## src/rtl/alu_op_sequencer.sv

```systemverilog
// alu_op_sequencer: handshaked multi-cycle command sequencer driving the ALU and a 32-bit accumulator
// Ports:
//   clk, rst_n (sync, active-low)
//   cmd_valid/cmd_ready, cmd_op[3:0], cmd_operand[15:0] : command accept
//   alu_a[15:0], alu_b[15:0], alu_op[3:0]              : to ALU (alu_b = acc[15:0])
//   alu_result[31:0], alu_overflow                     : from ALU
//   acc[31:0]                                          : accumulator
//   rsp_valid, rsp_err[1:0]                            : one-cycle retire pulse, {div0, add/sub overflow}
//   busy                                               : high outside IDLE
// Build option: ALU_SEQ_DIVZERO_HOLD_EN keeps acc unchanged on divide-by-zero.
module alu_op_sequencer #(
   parameter int MUL_LAT  = 4,
   parameter int DIV_LAT  = 8,
   parameter int BASE_LAT = 1
) (
   input  logic        clk,
   input  logic        rst_n,
   input  logic        cmd_valid,
   output logic        cmd_ready,
   input  logic [3:0]  cmd_op,
   input  logic [15:0] cmd_operand,
   output logic [15:0] alu_a,
   output logic [15:0] alu_b,
   output logic [3:0]  alu_op,
   input  logic [31:0] alu_result,
   input  logic        alu_overflow,
   output logic [31:0] acc,
   output logic        rsp_valid,
   output logic [1:0]  rsp_err,
   output logic        busy
);
   typedef enum logic [1:0] {IDLE, EXEC, RESP} state_t;
   localparam logic [3:0] OP_NOP = 4'hD;
   state_t      state, state_nx;
   logic [7:0]  cnt, lat_in;
   logic [3:0]  op_q;
   logic [15:0] opnd_q;
   logic        accept, div_in, divz_in, divz, ovf, wr;
   logic [31:0] acc_nx;
   // Divide-by-zero is decided from acc at accept time; acc cannot change during EXEC.
   assign accept  = cmd_valid && cmd_ready;
   assign div_in  = cmd_op == 4'd1 || cmd_op == 4'd2;
   assign divz_in = div_in && acc[15:0] == 16'd0;
   assign lat_in  = cmd_op == 4'd4 ? 8'(MUL_LAT) : (div_in && !divz_in) ? 8'(DIV_LAT) : 8'(BASE_LAT);
   assign divz    = (op_q == 4'd1 || op_q == 4'd2) && acc[15:0] == 16'd0;
   assign ovf     = (op_q == 4'd0 || op_q == 4'd8) && alu_overflow;
   assign wr      = state == EXEC && cnt == 8'd0;
`ifdef ALU_SEQ_DIVZERO_HOLD_EN
   assign acc_nx  = (op_q == OP_NOP || divz) ? acc : alu_result;
`else
   assign acc_nx  = op_q == OP_NOP ? acc : alu_result;
`endif
   always_comb begin
      state_nx  = state == IDLE ? (accept ? EXEC : IDLE) : state == EXEC ? (cnt == 8'd0 ? RESP : EXEC) : IDLE;
      cmd_ready = state == IDLE;
      busy      = state != IDLE;
      rsp_valid = state == RESP;
      alu_op    = state == EXEC ? op_q : OP_NOP;
      alu_a     = state == EXEC ? opnd_q : 16'd0;
      alu_b     = acc[15:0];
   end
   always_ff @(posedge clk) begin
      if (!rst_n) begin
         state   <= IDLE;
         acc     <= 32'd0;
         rsp_err <= 2'b00;
         cnt     <= 8'd0;
         op_q    <= OP_NOP;
         opnd_q  <= 16'd0;
      end else begin
         state <= state_nx;
         if (accept) begin
            op_q   <= cmd_op;
            opnd_q <= cmd_operand;
            cnt    <= lat_in - 8'd1;
         end else if (state == EXEC && cnt != 8'd0) begin
            cnt <= cnt - 8'd1;
         end
         if (wr) begin
            acc     <= acc_nx;
            rsp_err <= {divz, ovf};
         end
      end
   end
endmodule
```

## config.mk

```make
export PLATFORM = sky130hd
export DESIGN_NAME = alu_op_sequencer
export DESIGN_NICKNAME = d
export VERILOG_FILES = /design/src/rtl/alu_op_sequencer.sv
export SDC_FILE = /design/constraint.sdc
export NUM_CORES = 1
export LEC_CHECK = 0
export BUFFER_PORTS_ARGS = -buffer_cell sky130_fd_sc_hd__clkbuf_2
export CAP_MARGIN = 20
export CORE_UTILIZATION = 50
export CTS_CLUSTER_DIAMETER = 100
export DETAILED_ROUTE_END_ITERATION = 16
export PLACE_DENSITY = 0.84
export SLEW_MARGIN = 40
export SYNTH_ARGS = -nofsm -noshare
export SYNTH_HDL_FRONTEND = slang
export SYNTH_SLANG_ARGS = --single-unit
```

## constraint.sdc

```tcl
create_clock -name clk -period 3.15 [get_ports clk]
set_input_delay 0.4725 -clock clk [delete_from_list [all_inputs] [get_ports clk]]
set_output_delay 0.4725 -clock clk [all_outputs]
set_load 0.05 [all_outputs]
```

### Word level (Yosys, flattened, before mapping)

Cells that the tools add are included.

* bits in latches: 0
* input port bits: 56
* bits in registers: 64
* memories kept: 0
* logic and storage cells: 47
* output and inout bits: 73
* RAM bits: 0
* bits in read-only memories: 0

* add/subtract/negate cells: 2
* equal/unequal tests: 9
* muxes and demuxes: 10
* bitwise logic cells: 1
* shifts and indexed selects: 0
* order comparisons: 0
* div/mod/pow operators: 0
* reduce and logical (&&, ||, !) cells: 19
* multipliers: 0

Operators with widths (count)
* $logic_not 16->1: 1
* $mux 16: 1
* $mux 8: 2
* $mux 4: 3
* $eq 4x1->1 const B: 2
* $eq 4x2->1 const B: 2
* $eq 4x4->1 const B: 2
* $logic_not 8->1: 1
* $reduce_bool 8->1: 1
* $sub 8x1->8 const B: 1
* $logic_and 1x1->1: 7
* $mux 2: 3
* $sub 4x1->5 const B: 1
* $eq 4x3->1 const B: 1
* $logic_not 4->1: 1
* $reduce_bool 2->1: 2
* $logic_or 1x1->1: 3
* $eq 2x1->1 const B: 1
* $eq 2x2->1 const B: 1
* $logic_not 2->1: 1
* $reduce_and 2->1: 1
* $logic_not 1->1: 1
* $mux 1: 1
* $not 1->1: 1

### Logic depth before layout (Yosys ltp)

Gate-level depths: netlist of the first run.

* word-level depth: 9
* gate-level depth with buffers: 7
* mapped depth without buffers: 6

### Worst setup path after synthesis of the first run

OpenSTA, ideal clock, no wires.

* kind: register to register
* from: register state[0]
* to: register cnt[0]
* period minus slack after synthesis: 1.917 ns
* cell stages (with the launch flop): 7
* setup time: 0.119 ns
* required time: 3.031 ns
* arrival time: 1.798 ns
* path buffers: 1
* slack: 1.233 ns
* path through: dfxtp_1 > or2_2 > inv_1 > and2_1 > buf_2 > o41ai_1 > o221a_2

* cells in the longest elaborated chain, start to end: 3
* elaborated cells on any way between the ends: 6
* those cells by class: eq/ne (1); mux (1); reduce/logical (4)

RTL lines
* from (decl): line 34 `state_t state, state_nx;`
* from (signal assigned): line 71 `state <= state_nx;`
* $logic_not 2->1 (*): line 55 `cmd_ready = state == IDLE;`
* net cmd_ready: line 19 `output logic cmd_ready,`
* $logic_and 1x1->1 (*): line 41 `assign accept = cmd_valid && cmd_ready;`
* $mux 8 / $reduce_bool 2->1 (equally long branches)
* to (signal assigned): line 75 `cnt <= lat_in - 8'd1;`
* to (signal assigned): line 77 `cnt <= cnt - 8'd1;`
* to (decl): line 35 `logic [7:0] cnt, lat_in;`

Mark *: on every way through the listed nets, which the timed path passes. The rest lies on a longest branch.
A chain may end at the register's enable or synchronous reset.

### Worst setup path after layout of the first run

* from: register state[0]
* to: output port alu_a[11]

* cells in the longest elaborated chain, start to end: 2

RTL lines
* $eq 2x1->1: line 59 `alu_a = state == EXEC ? opnd_q : 16'd0;`
* $mux 16: line 59
* to (decl): line 22 `output logic [15:0] alu_a,`

Every way passes these cells.

==> results.md, run 1 <==
* Arrival time at the worst endpoint at just under 2000 ps
* Fill cell count at between 400 and 500
* CTS H-Tree Depth at 3
* Highest achievable clock rate at 0.4144 GHz
* Floorplan core area at 5238 sq um
* Number of synthesis warnings at 0
* Pins Over Slew Limit at 0
* Clk pin slew, worst setup/hold paths at 70 ps
* Most used cells in the layout excluding fill and tap cells: 128 x clkbuf_2, 64 x dfxtp_1, 45 x nand2_1
* Share of layout cells above drive strength 1 at roughly 36%
* Count of unresolved DRC violations after routing at 0
* Fin nets at 475
* Overflow left after global routing at 0
* Number of antenna violations at the first check in global routing at 0
* Crit path max fanout at 18
* Total of max-cap violations at 0
* Distinct cells, synth at 44
* Largest net degree at the start of global routing at 33
* Class of the tightest hold or removal check: in2reg
* Number of diodes at 0
* Most common cell after layout, fill and taps aside: clkbuf_2
* HPWL after detailed placement at 4666 microns
* Fin Clk Skew at ~8.4 ps
* Transition time at the pin with the least slew margin at 766.1 ps
* Global-route wire length before repair at 10410 microns
* Total CTS buffers at 9
* Critical path start-end classification: reg2out
* Antenna Violating Nets Remaining at 0
* Post-synthesis net count at 366
* Relative slew slack at 48.82%
* Total standard cell area after synthesis at 2791 sq um
* Number of non-filler instances in the completed layout at 491
* Starting DRT DRC Count at 111
* Number of cells produced by synthesis at 308
* Root buffer cell: clkbuf_8
* Required time at the endpoint of the critical path at 2680 ps
* TritonCTS clock tree: built
* Power per cell area at around 780 nW/um^2
* Relative area change from synthesis to final layout at 25.46%
* Buffers on Ports at 128
* # clock sinks at between 60 and 70
* Utilization after layout at 66.87%
* Number of cell rows at 26
* Die area at between 5000 and 6000 sq um
* Share of the synthesized area in the top cell type at 45.90%
* Sequential fraction of the synthesis area at 45.90%
* Post-route clock period utilization at 76.60%
* Cell types occupying the most area after synthesis: dfxtp_1 46%, mux2i_1 12%, nand2_1 6.1%
* Setup repair after global routing missed its margin: false
* Skew-Pair Late Insertion Delay at approximately 330 ps
* Mean instance size in the synthesized netlist at 9.063 sq um
* Wirelength per Cell at about 13 microns
* Placer congestion estimate at approximately 0.73
* Largest area contributor in the synthesized netlist: dfxtp_1
* Leakage power of the design at 1.868 nW
* Post-CTS repair timing setup buffer count at 0
* Period minus WS final at 2413 ps
* Post-synthesis sequential element count at 64
* Maximum clock path buffer count at 2
* Status: complete, no violations
* Post-placement cell count at 476
* Critical Path Source Type: register
* Die height at 76.72 microns
* Sum of negative setup slack at 0 ps
* Total Routing Usage GR at 22.45%
* Effective utilization at floorplan at 53.30%
* DR vias/cell at around 5.1
* Endpoints failing hold at 0
* X dimension of the die at between 70 and 80 microns
* Hold-fix buffers, CTS at 0
* Final setup violation count at 0
* Final WL at 6530 microns
* Max VDD drop at 0.3969 mV
* Number of global-route vias before repair at 2374
* Boundary pin count at 129
* Critical path capture point type: output pin
* Number of resized instances in the post-cts repair step at 0
* Count of vias placed by the detailed router at 2490
* Detailed-routing iteration count for the pre-antenna-repair pass at 4
[layer usage]
layer	GRT usage [%]	wire, microns
met5	0	0
met4	13.46	127
met2	39.46	3233
met1	24.45	2737
met3	5.119	432
[registers in the layout, indices dropped and copies added (netlist names)]
name     count
state        2
acc         32
rsp_err      2
cnt          8
opnd_q      16
op_q         4
[report_power, final]
| part | internal [mW] | switching, mW | leakage (nW) |
|---|---|---|---|
| combinational | 0.344 | 0.730 | 1.25 |
| sequential | 0.925 | 0.101 | 0.521 |
| clock | 0.319 | 0.301 | 0.0947 |
[per-stage QoR]
stage | setup WS, ps | total power [mW] | hold WS (ps) | instance area [sq um]
floorplan | 1233 | 1.911 | 431.7 | 2791
global placement | 1061 | 2.078 | 437.7 | 3331
detailed placement | 912.3 | 2.116 | 442.2 | 3331
CTS | 723.8 | 2.737 | 348.0 | 3502
global route | 571.9 | 2.861 | 362.2 | 3502
finish | 737.1 | 2.719 | 358.0 | 3502
[logic make-up after synthesis]
logic type / Yosys count / synth area share [%]
AOI/OAI and AO/OA: 36 / 8.024
xor gates and xnor gates: 3 / 0.9415
adders and majority gates: 2 / 0.8963
buffers and inverters: 37 / 8.113
DFF: 64 / 45.90
muxes: 33 / 11.83
and+or+nand+nor: 133 / 24.29
[cell type report]
class	count	area [sq um]	area share, %
Clock inverter	4	20.02	0.5716
Sequential cell	64	1281	36.58
Multi-Input combinational cell	207	1284	36.66
Tap cell	70	87.58	2.501
Timing Repair Buffer	131	663.1	18.94
Inverter	4	15.01	0.4287
Clock buffer	11	151.4	4.323
[worst max-delay path: stages, from the launching register on]
cell,delay (ps)
dfxtp_1,400
nor2b_1,470
buf_4,300
and2_1,160
clkbuf_2,270
[worst paths after layout]
kind                                    to  slack, ps            start  cells after the start
worst max register to register     acc[29]        890           cnt[0]                      6
worst min-delay path            opnd_q[12]        360  cmd_operand[12]                      3
worst max-delay path             alu_a[11]        740         state[0]                      4
worst min register to register   opnd_q[6]        450        opnd_q[6]                      2
[synth_stat cells]
cell type / n
nand4b_1: 1
o2111ai_1: 1
and2_1: 19
clkinv_1: 1
inv_1: 3
nor3_1: 2
and3_1: 1
or4_1: 1
nor4_4: 1
buf_6: 3
o311a_1: 1
nor4_1: 4
clkbuf_1: 10
and4_1: 1
nand4_4: 1
and3b_1: 1
o21bai_1: 1
buf_4: 16
ha_1: 2
a21oi_1: 21
nor4b_1: 2
a21boi_2: 1
mux2i_1: 33
nor2b_1: 2
nor2_1: 36
dfxtp_1: 64
or2_2: 1
nand2b_1: 3
buf_2: 4
or4b_1: 1
o21ai_0: 4
o41ai_1: 2
a31o_1: 1
nand3_1: 4
or3b_2: 1
a221oi_1: 1
xnor2_1: 3
o21a_1: 1
a21boi_0: 1
nor3b_2: 1
o221a_2: 1
nand4_1: 1
nand2_1: 45
or3_1: 4
(Power assumes the default switching activity.)
==> inputs of run 2 (changes only) <==
Settings changed: CORE_UTILIZATION 50 to 42, PLACE_DENSITY 0.84 to 0.75.
Clock period 3.15 ns to 2.21 ns, I/O delays scaled along.
==> run 2 against run 1 <==
Against the previous run:
- sequential power grew 42%
- via count is essentially flat
- clock power grew 37%
- highest routed layer unchanged
==> results.md, run 2 (synthesized netlist as in run 1, its figures left out) <==
* Status: complete, no violations
* Count of vias placed by the detailed router at 2488 (-0.080%)
* Endpoints failing hold at 0 (unchanged)
* Arrival time at the worst endpoint at 1580 ps (-360 ps)
* Relative slew slack at 58.99% (+10 points)
* Highest achievable clock rate at 0.5240 GHz
* Wirelength per Cell at 12.76 microns (-4.0%)
* Most common cell after layout, fill and taps aside: clkbuf_2
* Die area at 6976 sq um (+19%)
* Placer congestion estimate at 0.8462 (+16%)
* Total Routing Usage GR at 18.96% (-3.5 points)
* Number of resized instances in the post-cts repair step at 0 (unchanged)
* Power per cell area at 1084 nW/um^2 (+40%)
* Number of diodes at 0 (unchanged)
* Pins Over Slew Limit at 0 (unchanged)
* Relative area change from synthesis to final layout at 27.07%
* Sum of negative setup slack at 0 ps (unchanged)
* Floorplan core area at 6386 sq um (+22%)
* Share of layout cells above drive strength 1 at 36.41% (+0.065 points)
* Slowest Stage Delay on Critical Path at 400 ps (-70 ps)
* Most used cells in the layout excluding fill and tap cells: 126 x clkbuf_2, 64 x dfxtp_1, 45 x nand2_1
* Boundary pin count at 129 (unchanged)
* Fill cell count at 584 (+34%)
* Detailed-routing iteration count for the pre-antenna-repair pass at 4 (unchanged)
* Class of the tightest hold or removal check: in2reg
* Period minus WS final at 1908 ps
* Register with the most flip-flops: acc
* Max VDD drop at 0.7602 mV (+92%)
* Cell breakdown of the critical path: nor2b_1, buf_4, and2_1, clkbuf_2
* Number of antenna violations at the first check in global routing at 0 (unchanged)
* Effective utilization at floorplan at 43.71% (-9.6 points)
* Hold-fix buffers, CTS at 0 (unchanged)
* Critical path start-end classification: reg2out
* Die height at 83.53 microns (+8.9%)
* Required time at the endpoint of the critical path at 1880 ps (-800 ps)
* Critical Path Source Type: register
* Maximum clock path buffer count at 2 (unchanged)
* DR vias/cell at 4.976 (-1.9%)
* TritonCTS clock tree: built
* Number of flip-flops under the largest register name at 32 (unchanged)
* HPWL after detailed placement at 4672 microns (+0.13%)
* Buffers on Ports at 128 (unchanged)
* Slowest cell on crit path: dfxtp_1
* Biggest registers after layout: acc x32, opnd_q x16, cnt x8
* Number of global-route vias before repair at 2341 (-1.4%)
* Setup repair after global routing missed its margin: false
* Number of cell rows at 29 (+12%)
* Total CTS buffers at 9 (unchanged)
* Critical path capture point type: output pin
* Final WL at 6382 microns (-2.3%)
* Fin nets at 477 (+0.42%)
* Pwr Total at 3.845 mW (+41%)
* Largest net degree at the start of global routing at 40 (+21%)
* Antenna Violating Nets Remaining at 0 (unchanged)
* Worst setup slack before clock tree synthesis at 334.8 ps (-577.4 ps)
* Global-route wire length before repair at 10500 microns (+0.92%)
* X dimension of the die at 83.53 microns (+8.9%)
* Post-CTS repair timing setup buffer count at 0 (unchanged)
* Total of max-cap violations at 0 (unchanged)
* Crit path setup slack, layout at 301.8 ps (-435.3 ps)
* Transition time at the pin with the least slew margin at 607.1 ps (-159.0 ps)
* Crit path max fanout at 24 (+6)
* Starting DRT DRC Count at 106 (-4.5%)
* Leakage power of the design at 1.871 nW (+0.18%)
* Count of unresolved DRC violations after routing at 0 (unchanged)
* Fin Clk Skew at 8.020 ps (-0.4033 ps)
* Clk pin slew, worst setup/hold paths at 70 ps (about the same)
* Skew-Pair Late Insertion Delay at 340 ps (about the same)
* Final setup violation count at 0 (unchanged)
* Overflow left after global routing at 0 (unchanged)
* CTS H-Tree Depth at 3 (unchanged)
* Root buffer cell: clkbuf_8
* Post-route clock period utilization at 86.34%
* # clock sinks at 64 (unchanged)
[run 2: cell types whose count changed in the layout (fill, tap and decap cells not counted), sizes merged]
cell	change
clkinvlp	+1
buf	+4
clkbuf	-3
[run 2: final cells by class]
| type | count | area [sq um] | area share, % |
|---|---|---|---|
| clock buffer | 10 | 127.6 | 3.598 |
| tap | 77 | 96.34 | 2.716 |
| multi-input combinational | 207 | 1284 | 36.19 |
| timing repair buffer | 133 | 708.2 | 19.96 |
| clock inverter | 5 | 35.03 | 0.9877 |
| inverter | 4 | 15.01 | 0.4233 |
| sequential | 64 | 1281 | 36.12 |
[run 2: worst max-delay path, delay by kind of cell, from the launching register on]
kind,cells,cell delay (ps)
buf+inv,2,520
flops,1,400
simple gates,2,320
[run 2: power breakdown]
| part | total (mW) | internal (mW) | switching (mW) |
|---|---|---|---|
| Sequential | 1.46 | 1.32 | 0.146 |
| Clock | 0.852 | 0.400 | 0.452 |
| Combinational | 1.53 | 0.500 | 1.03 |
[run 2: path summary, 6_finish.rpt]
| path | from | depth (start not counted) | slack [ps] | endpoint |
|---|---|---|---|---|
| setup / recovery | state[0] | 4 | 300 | alu_a[11] |
| hold / removal | cmd_operand[10] | 3 | 210 | opnd_q[10] |
| setup reg to reg | cnt[0] | 6 | 310 | cnt[7] |
| hold reg to reg | opnd_q[9] | 2 | 450 | opnd_q[9] |
[run 2: metrics by stage]
| stage | cells | instance area (sq um) | hold WS (ps) | utilization [%] |
|---|---|---|---|---|
| after global placement | 485 | 3385 | 437.9 | 53.00 |
| after global routing | 500 | 3547 | 200.7 | 55.54 |
| final | 500 | 3547 | 207.2 | 55.54 |
| after detailed placement | 485 | 3385 | 443.8 | 53.00 |
| after CTS | 500 | 3547 | 188.8 | 55.54 |
| after floorplan | 308 | 2791 | 431.7 | - |
[run 2: per-layer routing]
| layer | up-vias | wire, microns | part of all wire [%] | global-route usage (%) |
|---|---|---|---|---|
| met1 | 1130 | 2688 | 42 | 20.96 |
| met3 | 8 | 509 | 8.0 | 6.330 |
| li1 | 1248 | - | - | - |
| met4 | 0 | 95 | 1.5 | 8.475 |
| met5 | - | 0 | 0 | 0 |
| met2 | 102 | 3089 | 48 | 33.01 |
